--- src/rtl/seq_cmp.sv ---
// seq_cmp: multi-cycle magnitude/equality comparator.
// Scans operands CHUNK bits per cycle, MSB chunk first, stopping early.
module seq_cmp #(
  parameter int WIDTH = 32,
  parameter int CHUNK = 8
) (
  input  logic             clk_i,
  input  logic             rst_i,
  input  logic             flush_i,
  input  logic             in_valid_i,
  output logic             in_ready_o,
  input  logic             cmp_sign_i,
  input  logic [WIDTH-1:0] a_i,
  input  logic [WIDTH-1:0] b_i,
  output logic             out_valid_o,
  input  logic             out_ready_i,
  output logic [1:0]       cmp_o
);

  localparam int CHK    = (CHUNK < 1) ? 1 : CHUNK;
  localparam int NCHUNK = WIDTH / CHK;
  localparam int IW     = (NCHUNK > 1) ? $clog2(NCHUNK) : 1;
  localparam logic [IW-1:0] LAST = IW'(NCHUNK - 1);

  generate
    if (CHUNK < 1 || (WIDTH % CHK) != 0) begin : g_bad_cfg
      $error("seq_cmp: CHUNK must be >=1 and divide WIDTH");
    end
  endgenerate

  typedef enum logic [1:0] {
    IDLE,
    BUSY,
    DONE
  } state_e;

  state_e            state_q;
  logic [WIDTH-1:0]  a_q;
  logic [WIDTH-1:0]  b_q;
  logic              sign_q;
  logic [IW-1:0]     idx_q;
  logic [1:0]        cmp_q;

  logic [WIDTH-1:0]  a_m;
  logic [WIDTH-1:0]  b_m;
  logic [CHK-1:0]    a_c;
  logic [CHK-1:0]    b_c;
  logic              eq;
  logic [1:0]        cmp_d;

  // Flipping both MSBs maps signed order onto unsigned order.
  always_comb begin
    a_m = a_q;
    b_m = b_q;
    if (idx_q == LAST) begin
      a_m[WIDTH-1] = a_q[WIDTH-1] ^ sign_q;
      b_m[WIDTH-1] = b_q[WIDTH-1] ^ sign_q;
    end
    a_c = '0;
    b_c = '0;
    for (int i = 0; i < NCHUNK; i++) begin
      if (idx_q == IW'(i)) begin
        a_c = a_m[i*CHK +: CHK];
        b_c = b_m[i*CHK +: CHK];
      end
    end
    eq    = (a_c == b_c);
    cmp_d = eq ? 2'b01 : {a_c < b_c, 1'b0};
  end

  always_ff @(posedge clk_i or posedge rst_i) begin
    if (rst_i) begin
      state_q <= IDLE;
      idx_q   <= LAST;
      cmp_q   <= 2'b00;
      a_q     <= '0;
      b_q     <= '0;
      sign_q  <= 1'b0;
    end else if (flush_i) begin
      state_q <= IDLE;
      idx_q   <= LAST;
    end else begin
      unique case (state_q)
        IDLE: begin
          if (in_valid_i) begin
            a_q     <= a_i;
            b_q     <= b_i;
            sign_q  <= cmp_sign_i;
            idx_q   <= LAST;
            state_q <= BUSY;
          end
        end
        BUSY: begin
          if (!eq || idx_q == '0) begin
            cmp_q   <= cmp_d;
            state_q <= DONE;
          end else begin
            idx_q <= idx_q - IW'(1);
          end
        end
        DONE: begin
          if (out_ready_i) begin
            state_q <= IDLE;
          end
        end
        default: state_q <= IDLE;
      endcase
    end
  end

  assign in_ready_o  = (state_q == IDLE);
  assign out_valid_o = (state_q == DONE);
  assign cmp_o       = cmp_q;

endmodule

--- config.mk ---
export PLATFORM = sky130hd
export DESIGN_NAME = seq_cmp
export DESIGN_NICKNAME = d
export VERILOG_FILES = /design/src/rtl/seq_cmp.sv
export SDC_FILE = /design/constraint.sdc
export NUM_CORES = 1
export LEC_CHECK = 0
export ABC_AREA = 1
export CORE_MARGIN = 4
export CORE_UTILIZATION = 36
export CTS_CLUSTER_SIZE = 24
export DETAILED_ROUTE_END_ITERATION = 10
export PLACE_DENSITY = 0.65
export SYNTH_ARGS = -nofsm -noshare
export SYNTH_HDL_FRONTEND = slang
export SYNTH_SLANG_ARGS = --single-unit
export TNS_END_PERCENT = 50
--- constraint.sdc ---
create_clock -name clk_i -period 2.3 [get_ports clk_i]
set_input_delay 0.345 -clock clk_i [delete_from_list [all_inputs] [get_ports clk_i]]
set_output_delay 0.345 -clock clk_i [all_outputs]
set_load 0.005 [all_outputs]
==> qor.json, run 1 <==
{
  "status": {"value": "finished with violations"},
  "violations_in_the_final_reports": {"value": "setup timing"},
  "fin_area": {"value": 5070, "unit": "um2"},
  "dieArea": {"value": 11700, "unit": "um2"},
  "fillCellCount": {"value": 913},
  "drt-vias-per-instance": {"value": 4.63},
  "crit_start": {"value": "idx_q[0]"},
  "cts_sinks": {"value": 71},
  "cts_hold_buf": {"value": 0},
  "cellLeakagePower": {"value": 2.44, "unit": "nW"},
  "io_pins": {"value": 74},
  "areaGrowthSynthToFinish": {"value": 40.3, "unit": "%"},
  "relSlewSlack": {"value": 0.654},
  "routed_wl": {"value": 8.89, "unit": "mm"},
  "dieHeight": {"value": 108, "unit": "um"},
  "regToRegSetupSlack": {"value": -0.11, "unit": "ns"},
  "effective_utilization_at_floorplan": {"value": 0.370},
  "synth.yosys.seq_area_share": {"value": 0.492},
  "crit_required": {"value": 2.59, "unit": "ns"},
  "dpl.hpwl": {"value": 6.25, "unit": "mm"},
  "n_antenna_cell": {"value": 0},
  "core_box_area": {"value": 9770, "unit": "um2"},
  "clock_skew": {"value": 0.0109, "unit": "ns"},
  "post_synth_instance_area": {"value": 3610, "unit": "um2"},
  "die_width": {"value": 108, "unit": "um"},
  "max_slew.worst_pin.slew": {"value": 0.518, "unit": "ns"},
  "synth_nets": {"value": 526},
  "globalRouteOverflowTotal": {"value": 0},
  "clk_pin_slew": {"value": 0.08, "unit": "ns"},
  "irDropWorstVdd": {"value": 0.393, "unit": "mV"},
  "final_max_slew_viol_count": {"value": 0},
  "power_per_cell_area": {"value": 866, "unit": "nW/um2"},
  "routed_length_per_instance": {"value": 13.3, "unit": "um"},
  "hold_violations": {"value": 0},
  "grt_max_degree": {"value": 71},
  "vias_in_the_first_global_route": {"value": 2994},
  "worst_skew_late_latency": {"value": 0.35, "unit": "ns"},
  "placement.cell_area": {"value": 4490, "unit": "um2"},
  "drc_marker_count_from_the_first_detailed_route_iteration": {"value": 222},
  "holdCritPathClass": {"value": "in2async"},
  "row_count": {"value": 36},
  "post-route-util": {"value": 0.519},
  "critPathMaxFanout": {"value": 7},
  "drt_pass1_iterations": {"value": 4},
  "htreeDepth": {"value": 3},
  "cts_max_path_buffers": {"value": 2},
  "synth_area_per_cell": {"value": 8.14, "unit": "um2"},
  "grt_first_pass_wirelength": {"value": 14.2, "unit": "mm"},
  "cts_tree": {"value": "built"},
  "netlist_instances": {"value": 444},
  "post-layout-total-power": {"value": 4.39, "unit": "mW"},
  "synth-seq-cells": {"value": 71},
  "detailroute.via_count": {"value": 3089},
  "worstPathArrival": {"value": 2.69, "unit": "ns"},
  "achievable-frequency": {"value": 415, "unit": "MHz"},
  "rd_place_congestion": {"value": 0.833},
  "post_route_cells_drive_above_1_share": {"value": 0.159},
  "most_frequent_standard_cell_in_the_layout_excluding_fill_and_tap_cells": {"value": "sky130_fd_sc_hd__nand2_1"},
  "crit-reg2reg-launch": {"value": "idx_q[0]"},
  "antenna_violating_nets_left": {"value": 0},
  "nets": {"value": 611},
  "grt_setup_unrepaired": {"value": "true"},
  "yosys.cell_types.count": {"value": 25},
  "tritoncts.num_buffers": {"value": 9},
  "dpl_worst_slack": {"value": -0.216, "unit": "ns"},
  "timing.critical_path.from_type": {"value": "flip-flop"},
  "most_frequent_cells_in_the_layout": {"value": "sky130_fd_sc_hd__nand2_1, sky130_fd_sc_hd__clkdlybuf4s50_1, sky130_fd_sc_hd__inv_1, sky130_fd_sc_hd__dfrtp_1, sky130_fd_sc_hd__o21ai_0"},
  "layout_min_cycle_time": {"value": 2.41, "unit": "ns"},
  "antenna_found_initial": {"value": 0},
  "clockRootBuffer": {"value": "sky130_fd_sc_hd__clkbuf_8"},
  "period_share": {"value": 1.05},
  "io_buffer_count": {"value": 73},
  "grt_use_total": {"value": 0.155},
  "route.detailed.drc": {"value": 0},
  "max_cap_violations": {"value": 0},
  "ys_warn_count": {"value": 0},
  "postLayoutSetupSlackWorst": {"value": -0.108, "unit": "ns"},
  "crit_type": {"value": "reg2reg"},
  "critPathCaptureType": {"value": "flip-flop"},
  "final-setup-viol-count": {"value": 6}
}
cell type report:
class | instances | area [um2] | share of cell area
repair buffers | 94 | 963 | 0.190
clock inverters | 5 | 129 | 0.0254
flip-flops and latches | 71 | 1780 | 0.351
inverters | 76 | 302 | 0.0594
clock buffers | 11 | 141 | 0.0279
well taps | 133 | 166 | 0.0328
repair inverters | 3 | 21.3 | 0.00419
multi-input cells | 274 | 1570 | 0.310
synth_stat cells:
cell type / number / area share
sky130_fd_sc_hd__nand2_1: 92 / 0.096
sky130_fd_sc_hd__inv_1: 75 / 0.078
sky130_fd_sc_hd__dfrtp_1: 69 / 0.48
sky130_fd_sc_hd__o21ai_0: 64 / 0.089
sky130_fd_sc_hd__a21oi_1: 39 / 0.054
sky130_fd_sc_hd__nor2_1: 32 / 0.033
sky130_fd_sc_hd__ha_1: 12 / 0.042
sky130_fd_sc_hd__nand3_1: 10 / 0.014
sky130_fd_sc_hd__buf_6: 8 / 0.025
sky130_fd_sc_hd__clkbuf_1: 8 / 0.0083
sky130_fd_sc_hd__o22ai_1: 8 / 0.014
sky130_fd_sc_hd__o21ai_2: 6 / 0.015
sky130_fd_sc_hd__buf_4: 3 / 0.0062
sky130_fd_sc_hd__o21ai_1: 3 / 0.0042
sky130_fd_sc_hd__a22oi_1: 2 / 0.0042
sky130_fd_sc_hd__buf_2: 2 / 0.0028
sky130_fd_sc_hd__clkbuf_8: 2 / 0.0076
sky130_fd_sc_hd__dfstp_2: 2 / 0.015
sky130_fd_sc_hd__a31oi_1: 1 / 0.0017
sky130_fd_sc_hd__inv_2: 1 / 0.0010
sky130_fd_sc_hd__nand3_4: 1 / 0.0048
sky130_fd_sc_hd__nor2_4: 1 / 0.0031
sky130_fd_sc_hd__nor3_1: 1 / 0.0014
sky130_fd_sc_hd__o21bai_1: 1 / 0.0021
sky130_fd_sc_hd__xor2_1: 1 / 0.0024
report_power, final:
group | switching, mW | total, mW | internal [mW]
combinational | 0.765 | 1.42 | 0.652
clock | 0.467 | 1.33 | 0.862
sequential | 0.152 | 1.65 | 1.49
worst paths after layout:
check,to,depth (start not counted)
worst max-delay path,cmp_o[1],14
worst min-delay path,b_q[16],2
worst max register to register,cmp_o[1],14
worst min register to register,a_q[18],2
max in group asynchronous,idx_q[0],3
min in group clk_i,a_q[18],2
logic make-up after synthesis:
logic type,count (synthesis),synth area share
AOI/OAI and AO/OA,124,0.183
xor gates and xnor gates,1,0.00242
adders and majority gates,12,0.0415
DFF,71,0.492
and+or+nand+nor,137,0.152
buffers and inverters,99,0.129
metal layers:
layer	up-vias	share of wire	global-route usage	wire, um
li1	1574	-	-	-
met1	1408	0.46	0.222	4130
met2	91	0.45	0.226	4030
met3	16	0.064	0.0364	567
met4	0	0.018	0.0631	163
met5	-	0	0	0
what timing repair did:
action | 4_1_cts | 5_1_grt
buffers inserted | 4 | 6
pin swaps | 11 | 19
cloned | 3 | 0
gates resized for setup | 38 | 21
endpoints found under the setup margin | 6 | 6
sequential cells by signal, indices dropped and copies added (netlist names):
signal	flops
cmp_o	2
idx_q	2
b_q	32
state_q	2
sign_q	1
a_q	32
stage by stage:
step | TNS [ns] | instances | hold WS, ns
floorplan | 0 | 444 | 0.448
global placement | -0.582 | 638 | 0.465
detailed placement | -1.02 | 638 | 0.475
CTS | -0.109 | 661 | 0.368
global route | -1.26 | 667 | 0.399
finish | -0.469 | 667 | 0.349
critical path: stages (launching register included):
cell	delay [ns]
sky130_fd_sc_hd__dfstp_2	0.66
sky130_fd_sc_hd__ha_4	0.27
sky130_fd_sc_hd__inv_8	0.07
sky130_fd_sc_hd__buf_12	0.14
sky130_fd_sc_hd__o22ai_4	0.16
sky130_fd_sc_hd__nor2_1	0.06
sky130_fd_sc_hd__o21ai_1	0.18
sky130_fd_sc_hd__ha_1	0.27
sky130_fd_sc_hd__nand2_2	0.11
sky130_fd_sc_hd__nor2_4	0.05
sky130_fd_sc_hd__nand2_1	0.08
sky130_fd_sc_hd__nand2_1	0.05
sky130_fd_sc_hd__nor2_1	0.11
sky130_fd_sc_hd__nand2_1	0.07
sky130_fd_sc_hd__nand2_1	0.06
(Power assumes the default switching activity.)
==> run 2: changes to the inputs <==
Settings changed: CORE_MARGIN 4 to not set, CTS_BUF_LIST set to sky130_fd_sc_hd__clkbuf_16.
==> qor.json, run 2 (synthesis results as in run 1) <==
{
  "status": {"value": "finished with violations", "change": "unchanged"},
  "io_pins": {"value": 74, "change": "unchanged"},
  "cts_max_path_buffers": {"value": 2, "change": "unchanged"},
  "critPathCaptureType": {"value": "flip-flop", "change": "unchanged"},
  "relSlewSlack": {"value": 0.699, "change": "was 0.654"},
  "post-route-util": {"value": 0.537, "change": "was 0.519"},
  "drt-vias-per-instance": {"value": 4.68, "change": "was 4.63"},
  "final-setup-viol-count": {"value": 5, "change": "was 6"},
  "drc_marker_count_from_the_first_detailed_route_iteration": {"value": 171, "change": "was 222"},
  "worstPathArrival": {"value": 2.65, "unit": "ns", "change": "was 2.69 ns"},
  "antenna_found_initial": {"value": 0, "change": "unchanged"},
  "clk_pin_slew": {"value": 0.06, "unit": "ns", "change": "was 0.08 ns"},
  "critPathMaxFanout": {"value": 10, "change": "was 7"},
  "worst_path_dominant_cell_family": {"value": "buffers and inverters", "change": "was flip-flops"},
  "postLayoutSetupSlackWorst": {"value": -0.0880, "unit": "ns", "change": "was -0.108 ns"},
  "buf_inv_on_cp": {"value": 4, "change": "was 2"},
  "layout_min_cycle_time": {"value": 2.39, "unit": "ns", "change": "was 2.41 ns"},
  "fin_worst_hold_slack": {"value": 0.347, "unit": "ns", "change": "was 0.349 ns"},
  "cts_sinks": {"value": 71, "change": "unchanged"},
  "rd_place_congestion": {"value": 0.820, "change": "was 0.833"},
  "grt_use_total": {"value": 0.179, "change": "was 0.155"},
  "dpl.hpwl": {"value": 6.09, "unit": "mm", "change": "was 6.25 mm"},
  "routed_wl": {"value": 8.88, "unit": "mm", "change": "was 8.89 mm"},
  "instances_no_fill": {"value": 665, "change": "was 667"},
  "hold_violations": {"value": 0, "change": "unchanged"},
  "routed_length_per_instance": {"value": 13.3, "unit": "um", "change": "about the same"},
  "clock_skew": {"value": 0.00518, "unit": "ns", "change": "was 0.0109 ns"},
  "dieHeight": {"value": 102, "unit": "um", "change": "was 108 um"},
  "die_width": {"value": 102, "unit": "um", "change": "was 108 um"},
  "antenna_violating_nets_left": {"value": 0, "change": "unchanged"},
  "route.detailed.drc": {"value": 0, "change": "unchanged"},
  "nets": {"value": 610, "change": "was 611"},
  "drt_pass1_iterations": {"value": 4, "change": "unchanged"},
  "io_buffer_count": {"value": 73, "change": "unchanged"},
  "cp_slowest_cell": {"value": "sky130_fd_sc_hd__dfstp_2", "change": "unchanged"},
  "clockRootBuffer": {"value": "sky130_fd_sc_hd__clkbuf_16", "change": "was sky130_fd_sc_hd__clkbuf_8"},
  "violations_in_the_final_reports": {"value": "setup timing", "change": "unchanged"},
  "n_antenna_cell": {"value": 0, "change": "unchanged"},
  "detailroute.via_count": {"value": 3115, "change": "was 3089"},
  "leading_registers_by_flop_count": {"value": "a_q (32), b_q (32)", "change": "unchanged"},
  "timing.critical_path.from_type": {"value": "flip-flop", "change": "unchanged"},
  "vias_in_the_first_global_route": {"value": 3017, "change": "was 2994"},
  "regToRegSetupSlack": {"value": -0.09, "unit": "ns", "change": "was -0.11 ns"},
  "dr.max_layer_used": {"value": "met4", "change": "unchanged"},
  "irDropWorstVdd": {"value": 0.418, "unit": "mV", "change": "was 0.393 mV"},
  "max_cap_violations": {"value": 0, "change": "unchanged"},
  "max_slew.worst_pin.slew": {"value": 0.451, "unit": "ns", "change": "was 0.518 ns"},
  "dp_cells": {"value": 639, "change": "was 638"},
  "grt_max_degree": {"value": 44, "change": "was 71"},
  "globalRouteOverflowTotal": {"value": 0, "change": "unchanged"},
  "grt_setup_unrepaired": {"value": "true", "change": "unchanged"},
  "cellLeakagePower": {"value": 2.51, "unit": "nW", "change": "was 2.44 nW"},
  "met3RoutedLength": {"value": 487, "unit": "um", "change": "was 567 um"},
  "effective_utilization_at_floorplan": {"value": 0.370, "change": "unchanged"},
  "grt_first_pass_wirelength": {"value": 14.1, "unit": "mm", "change": "was 14.2 mm"},
  "crit_required": {"value": 2.57, "unit": "ns", "change": "was 2.59 ns"},
  "power_per_cell_area": {"value": 923, "unit": "nW/um2", "change": "was 866 nW/um2"},
  "areaGrowthSynthToFinish": {"value": 45.2, "unit": "%", "change": "was 40.3%"},
  "drt-met1-wl": {"value": 4.26, "unit": "mm", "change": "was 4.13 mm"},
  "holdCritPathClass": {"value": "in2async", "change": "unchanged"},
  "final_max_slew_viol_count": {"value": 0, "change": "unchanged"},
  "period_share": {"value": 1.04, "change": "was 1.05"},
  "cp_most_frequent_cell": {"value": "sky130_fd_sc_hd__nand2_1", "change": "unchanged"},
  "dieArea": {"value": 10400, "unit": "um2", "change": "was 11700 um2"},
  "most_frequent_standard_cell_in_the_layout_excluding_fill_and_tap_cells": {"value": "sky130_fd_sc_hd__nand2_1", "change": "unchanged"},
  "max_stage_delay": {"value": 0.58, "unit": "ns", "change": "was 0.66 ns"},
  "achievable-frequency": {"value": 419, "unit": "MHz", "change": "was 415 MHz"},
  "tritoncts.num_buffers": {"value": 9, "change": "unchanged"},
  "list_of_cells_traversed_by_the_critical_path": {"value": "buf_4, ha_4, clkinvlp_4, buf_4, o21ai_2, ha_1, inv_1, nor2_1, o21bai_1, nand2_1, nand2_1, nand2_1, nand2_1", "change": "was ha_4, inv_8, buf_12, o22ai_4, nor2_1, o21ai_1, ha_1, nand2_2, nor2_4, nand2_1, nand2_1, nor2_1, nand2_1, nand2_1"},
  "crit_type": {"value": "reg2reg", "change": "unchanged"},
  "row_count": {"value": 36, "change": "unchanged"},
  "most_frequent_cells_in_the_layout": {"value": "sky130_fd_sc_hd__nand2_1, sky130_fd_sc_hd__clkdlybuf4s50_1, sky130_fd_sc_hd__inv_1, sky130_fd_sc_hd__dfrtp_1, sky130_fd_sc_hd__o21ai_0", "change": "unchanged"},
  "worst_skew_late_latency": {"value": 0.33, "unit": "ns", "change": "was 0.35 ns"},
  "cts_tree": {"value": "built", "change": "unchanged"},
  "htreeDepth": {"value": 3, "change": "unchanged"},
  "core_box_area": {"value": 9770, "unit": "um2", "change": "unchanged"},
  "met2WireLength": {"value": 4.00, "unit": "mm", "change": "was 4.03 mm"},
  "post_route_cells_drive_above_1_share": {"value": 0.184, "change": "was 0.159"}
}
-- run 2: changes by cell type in the layout (fill, tap and decap cells not counted), sizes merged --
cell,delta
clkbuf,-2
clkinv,+1
buf,-1
-- run 2: power breakdown --
part | leakage (nW) | switching [mW] | internal, mW
clock network | 0.175 | 0.509 | 1.16
logic | 1.48 | 0.829 | 0.693
registers | 0.851 | 0.152 | 1.50
total | 2.51 | 1.49 | 3.35
-- run 2: area by class of cell --
type	instances	area (um2)
Timing Repair Buffer	93	976
Multi-Input combinational cell	274	1640
Clock inverter	6	134
Sequential cell	71	1780
Tap cell	133	166
Timing Repair inverter	3	23.8
Fill cell	917	4530
Clock buffer	9	225
Inverter	76	299
-- run 2: path summary, 6_finish.rpt --
path | to | cells after the start | from
max in group asynchronous | idx_q[0] | 3 | rst_i
max | cmp_o[1] | 13 | idx_q[1]
min reg2reg | cmp_o[1] | 2 | cmp_o[1]
min | b_q[27] | 2 | rst_i
min in group clk_i | cmp_o[1] | 2 | cmp_o[1]
max reg2reg | cmp_o[1] | 13 | idx_q[1]
-- run 2: routing by layer --
| metal | GRT usage | up-vias |
|---|---|---|
| li1 | - | 1576 |
| met1 | 0.244 | 1441 |
| met2 | 0.272 | 84 |
| met3 | 0.0417 | 14 |
| met4 | 0.0758 | 0 |
| met5 | 0 | - |
-- run 2: through the flow --
| step | power (mW) | TNS (ns) | setup WS, ns | area [um2] |
|---|---|---|---|---|
| 2_1_floorplan | 2.37 | 0 | 0.00731 | 3640 |
| 3_3_place_gp | 2.73 | -0.603 | -0.143 | 4510 |
| 3_5_place_dp | 2.76 | -1.05 | -0.225 | 4510 |
| 4_1_cts | 4.66 | -0.0343 | -0.0324 | 5040 |
| 5_1_grt | 5.11 | -0.990 | -0.222 | 5250 |
| 6_report | 4.84 | -0.337 | -0.0880 | 5250 |
-- run 2: repair_timing --
| action | in CTS | in global routing |
|---|---|---|
| cloned | 3 | 0 |
| endpoints found under the setup margin | 6 | 6 |
| hold buffers | 0 | 0 |
| pin swaps | 15 | 24 |
| buffers inserted | 1 | 7 |
| resized for setup | 37 | 39 |
==> run 3: changes to the inputs <==
Settings changed: TNS_END_PERCENT 50 to 100.
==> qor.json, run 3 (synthesis results as in run 1) <==
{
  "status": {"value": "finished with violations", "change": "unchanged"},
  "violations_in_the_final_reports": {"value": "setup timing", "change": "unchanged"},
  "crit-reg2reg-launch": {"value": "idx_q[1]", "change": "unchanged"},
  "post-route-util": {"value": 0.539, "change": "was 0.537"},
  "worst_skew_late_latency": {"value": 0.33, "unit": "ns", "change": "about the same"},
  "timing.critical_path.from_type": {"value": "flip-flop", "change": "unchanged"},
  "die_width": {"value": 102, "unit": "um", "change": "unchanged"},
  "dieHeight": {"value": 102, "unit": "um", "change": "unchanged"},
  "max_cap_violations": {"value": 0, "change": "unchanged"},
  "period_share": {"value": 1.04, "change": "about the same"},
  "row_count": {"value": 36, "change": "unchanged"},
  "clock_skew": {"value": 0.00501, "unit": "ns", "change": "was 0.00518 ns"},
  "clk_pin_slew": {"value": 0.06, "unit": "ns", "change": "about the same"},
  "cts_max_path_buffers": {"value": 2, "change": "unchanged"},
  "hold_violations": {"value": 0, "change": "unchanged"},
  "crit_end": {"value": "cmp_o[1]", "change": "unchanged"},
  "drc_marker_count_from_the_first_detailed_route_iteration": {"value": 156, "change": "was 171"},
  "cts_tree": {"value": "built", "change": "unchanged"},
  "crit_start": {"value": "idx_q[1]", "change": "unchanged"},
  "critPathCaptureType": {"value": "flip-flop", "change": "unchanged"},
  "grt_max_degree": {"value": 44, "change": "unchanged"},
  "power_per_cell_area": {"value": 923, "unit": "nW/um2", "change": "about the same"},
  "r2r.worst_path.cells": {"value": 13, "change": "unchanged"},
  "globalRouteOverflowTotal": {"value": 0, "change": "unchanged"},
  "grt_setup_unrepaired": {"value": "true", "change": "unchanged"},
  "final_max_slew_viol_count": {"value": 0, "change": "unchanged"},
  "grt_use_total": {"value": 0.179, "change": "unchanged"},
  "cts_hold_buf": {"value": 0, "change": "unchanged"},
  "fin_worst_hold_slack": {"value": 0.347, "unit": "ns", "change": "about the same"},
  "list_of_cells_traversed_by_the_critical_path": {"value": "buf_4, ha_4, clkinvlp_4, buf_4, o21ai_2, ha_1, inv_1, nor2_1, o21bai_1, nand2_1, nand2_1, nand2_1, nand2_1", "change": "unchanged"},
  "routed_wl": {"value": 8.86, "unit": "mm", "change": "was 8.88 mm"},
  "worstPathArrival": {"value": 2.65, "unit": "ns", "change": "about the same"},
  "routed_length_per_instance": {"value": 13.3, "unit": "um", "change": "about the same"},
  "power_switching_share": {"value": 0.309, "change": "was 0.308"},
  "layout_min_cycle_time": {"value": 2.39, "unit": "ns", "change": "about the same"},
  "post_route_cells_drive_above_1_share": {"value": 0.188, "change": "was 0.184"},
  "final-setup-viol-count": {"value": 5, "change": "unchanged"},
  "route.detailed.drc": {"value": 0, "change": "unchanged"},
  "cp_slowest_cell": {"value": "sky130_fd_sc_hd__dfstp_2", "change": "unchanged"},
  "io_buffer_count": {"value": 73, "change": "unchanged"},
  "crit_required": {"value": 2.57, "unit": "ns", "change": "about the same"},
  "detailroute.via_count": {"value": 3114, "change": "was 3115"},
  "cell_internal_pwr": {"value": 3.36, "unit": "mW", "change": "was 3.35 mW"},
  "clockRootBuffer": {"value": "sky130_fd_sc_hd__clkbuf_16", "change": "unchanged"},
  "regToRegSetupSlack": {"value": -0.09, "unit": "ns", "change": "about the same"},
  "dpl.hpwl": {"value": 6.09, "unit": "mm", "change": "unchanged"},
  "critPathMaxFanout": {"value": 10, "change": "unchanged"},
  "relSlewSlack": {"value": 0.699, "change": "about the same"},
  "crit_type": {"value": "reg2reg", "change": "unchanged"},
  "max_stage_delay": {"value": 0.58, "unit": "ns", "change": "about the same"},
  "seqPwrFrac": {"value": 0.339, "change": "was 0.341"},
  "rr_endpoint": {"value": "cmp_o[1]", "change": "unchanged"},
  "drt_pass1_iterations": {"value": 4, "change": "unchanged"},
  "areaGrowthSynthToFinish": {"value": 45.7, "unit": "%", "change": "was 45.2%"},
  "achievable-frequency": {"value": 419, "unit": "MHz", "change": "about the same"},
  "core_box_area": {"value": 9770, "unit": "um2", "change": "unchanged"},
  "power_switching": {"value": 1.50, "unit": "mW", "change": "was 1.49 mW"},
  "vias_in_the_first_global_route": {"value": 3017, "change": "unchanged"},
  "leading_registers_by_flop_count": {"value": "a_q (32), b_q (32)", "change": "unchanged"},
  "clockPowerShare": {"value": 0.344, "change": "was 0.345"},
  "drt-vias-per-instance": {"value": 4.68, "change": "about the same"},
  "cts_sinks": {"value": 71, "change": "unchanged"},
  "most_frequent_cells_in_the_layout": {"value": "sky130_fd_sc_hd__nand2_1, sky130_fd_sc_hd__clkdlybuf4s50_1, sky130_fd_sc_hd__inv_1, sky130_fd_sc_hd__dfrtp_1, sky130_fd_sc_hd__o21ai_0", "change": "unchanged"},
  "cp_most_frequent_cell": {"value": "sky130_fd_sc_hd__nand2_1", "change": "unchanged"},
  "rd_place_congestion": {"value": 0.820, "change": "unchanged"},
  "dieArea": {"value": 10400, "unit": "um2", "change": "unchanged"},
  "cellLeakagePower": {"value": 2.51, "unit": "nW", "change": "about the same"},
  "postLayoutSetupSlackWorst": {"value": -0.0884, "unit": "ns", "change": "was -0.0880 ns"},
  "io_pins": {"value": 74, "change": "unchanged"},
  "nets": {"value": 610, "change": "unchanged"},
  "max_slew.worst_pin.slew": {"value": 0.451, "unit": "ns", "change": "about the same"},
  "power.combinational.fraction": {"value": 0.316, "change": "was 0.314"},
  "holdCritPathClass": {"value": "in2async", "change": "unchanged"},
  "irDropWorstVdd": {"value": 0.422, "unit": "mV", "change": "was 0.418 mV"},
  "grt_first_pass_wirelength": {"value": 14.1, "unit": "mm", "change": "unchanged"},
  "n_antenna_cell": {"value": 0, "change": "unchanged"},
  "htreeDepth": {"value": 3, "change": "unchanged"},
  "effective_utilization_at_floorplan": {"value": 0.370, "change": "unchanged"},
  "antenna_found_initial": {"value": 0, "change": "unchanged"},
  "tritoncts.num_buffers": {"value": 9, "change": "unchanged"},
  "antenna_violating_nets_left": {"value": 0, "change": "unchanged"},
  "most_frequent_standard_cell_in_the_layout_excluding_fill_and_tap_cells": {"value": "sky130_fd_sc_hd__nand2_1", "change": "unchanged"}
}
-- run 3: changes by cell type in the layout (fill, tap and decap cells not counted) --
cell                      change
sky130_fd_sc_hd__o22ai_1      -1
sky130_fd_sc_hd__o21ai_0      -1
sky130_fd_sc_hd__o22ai_4      +1
sky130_fd_sc_hd__o21ai_2      +1
-- run 3: area by class of cell --
type	instances	area [um2]
fillers	911	4510
flip-flops and latches	71	1780
multi-input cells	274	1660
repair buffers	93	976
inverters	76	299
clock buffers	9	225
well taps	133	166
clock inverters	6	134
repair inverters	3	23.8
-- run 3: per-stage QoR --
stage | setup WS (ns) | instances | cell area, um2 | setup TNS (ns) | power (mW)
global route | -0.222 | 665 | 5270 | -1.04 | 5.13
detailed placement | -0.225 | 639 | 4510 | -1.05 | 2.76
CTS | -0.0324 | 658 | 5040 | -0.0343 | 4.66
floorplan | 0.00731 | 444 | 3640 | 0 | 2.37
global placement | -0.143 | 639 | 4510 | -0.603 | 2.73
finish | -0.0884 | 665 | 5270 | -0.324 | 4.86
-- run 3: worst min path at each step --
stage          startpoint       end  slack (ns)
5_1_grt             rst_i   b_q[18]        0.40
2_1_floorplan     b_q[17]   b_q[17]        0.45
4_1_cts             rst_i   b_q[18]        0.36
6_report            rst_i   b_q[27]        0.35
3_3_place_gp      b_q[16]   b_q[16]        0.47
3_5_place_dp     cmp_o[1]  cmp_o[1]        0.47
-- run 3: critical path, delay by kind of cell (launching register included) --
kind,cells,cell delay (ns)
AO/OA/AOI/OAI,2,0.32
adder cells (fa/ha/maj),2,0.49
buffers and inverters,4,0.62
flip-flops,1,0.58
AND/OR/NAND/NOR,5,0.33
-- run 3: repair_timing --
action | CTS | global route
gates cloned | 3 | 0
setup endpoints to repair | 6 | 6
resized for setup | 37 | 43
setup buffers | 1 | 7
pin swaps | 15 | 25
-- run 3: layer usage --
metal / part of all wire / vias to the layer above / track usage
li1: - / 1577 / -
met1: 0.48 / 1437 / 0.244
met2: 0.45 / 86 / 0.272
met3: 0.055 / 14 / 0.0417
met4: 0.015 / 0 / 0.0758
met5: 0 / - / 0
-- run 3: power groups by stage --
stage	clock network [mW]	logic [mW]	registers, mW
4_1_cts	1.70	1.32	1.64
3_5_place_dp	0	1.10	1.66
2_1_floorplan	0	0.765	1.60
6_report	1.67	1.54	1.65
3_3_place_gp	0	1.07	1.65
5_1_grt	1.75	1.70	1.67
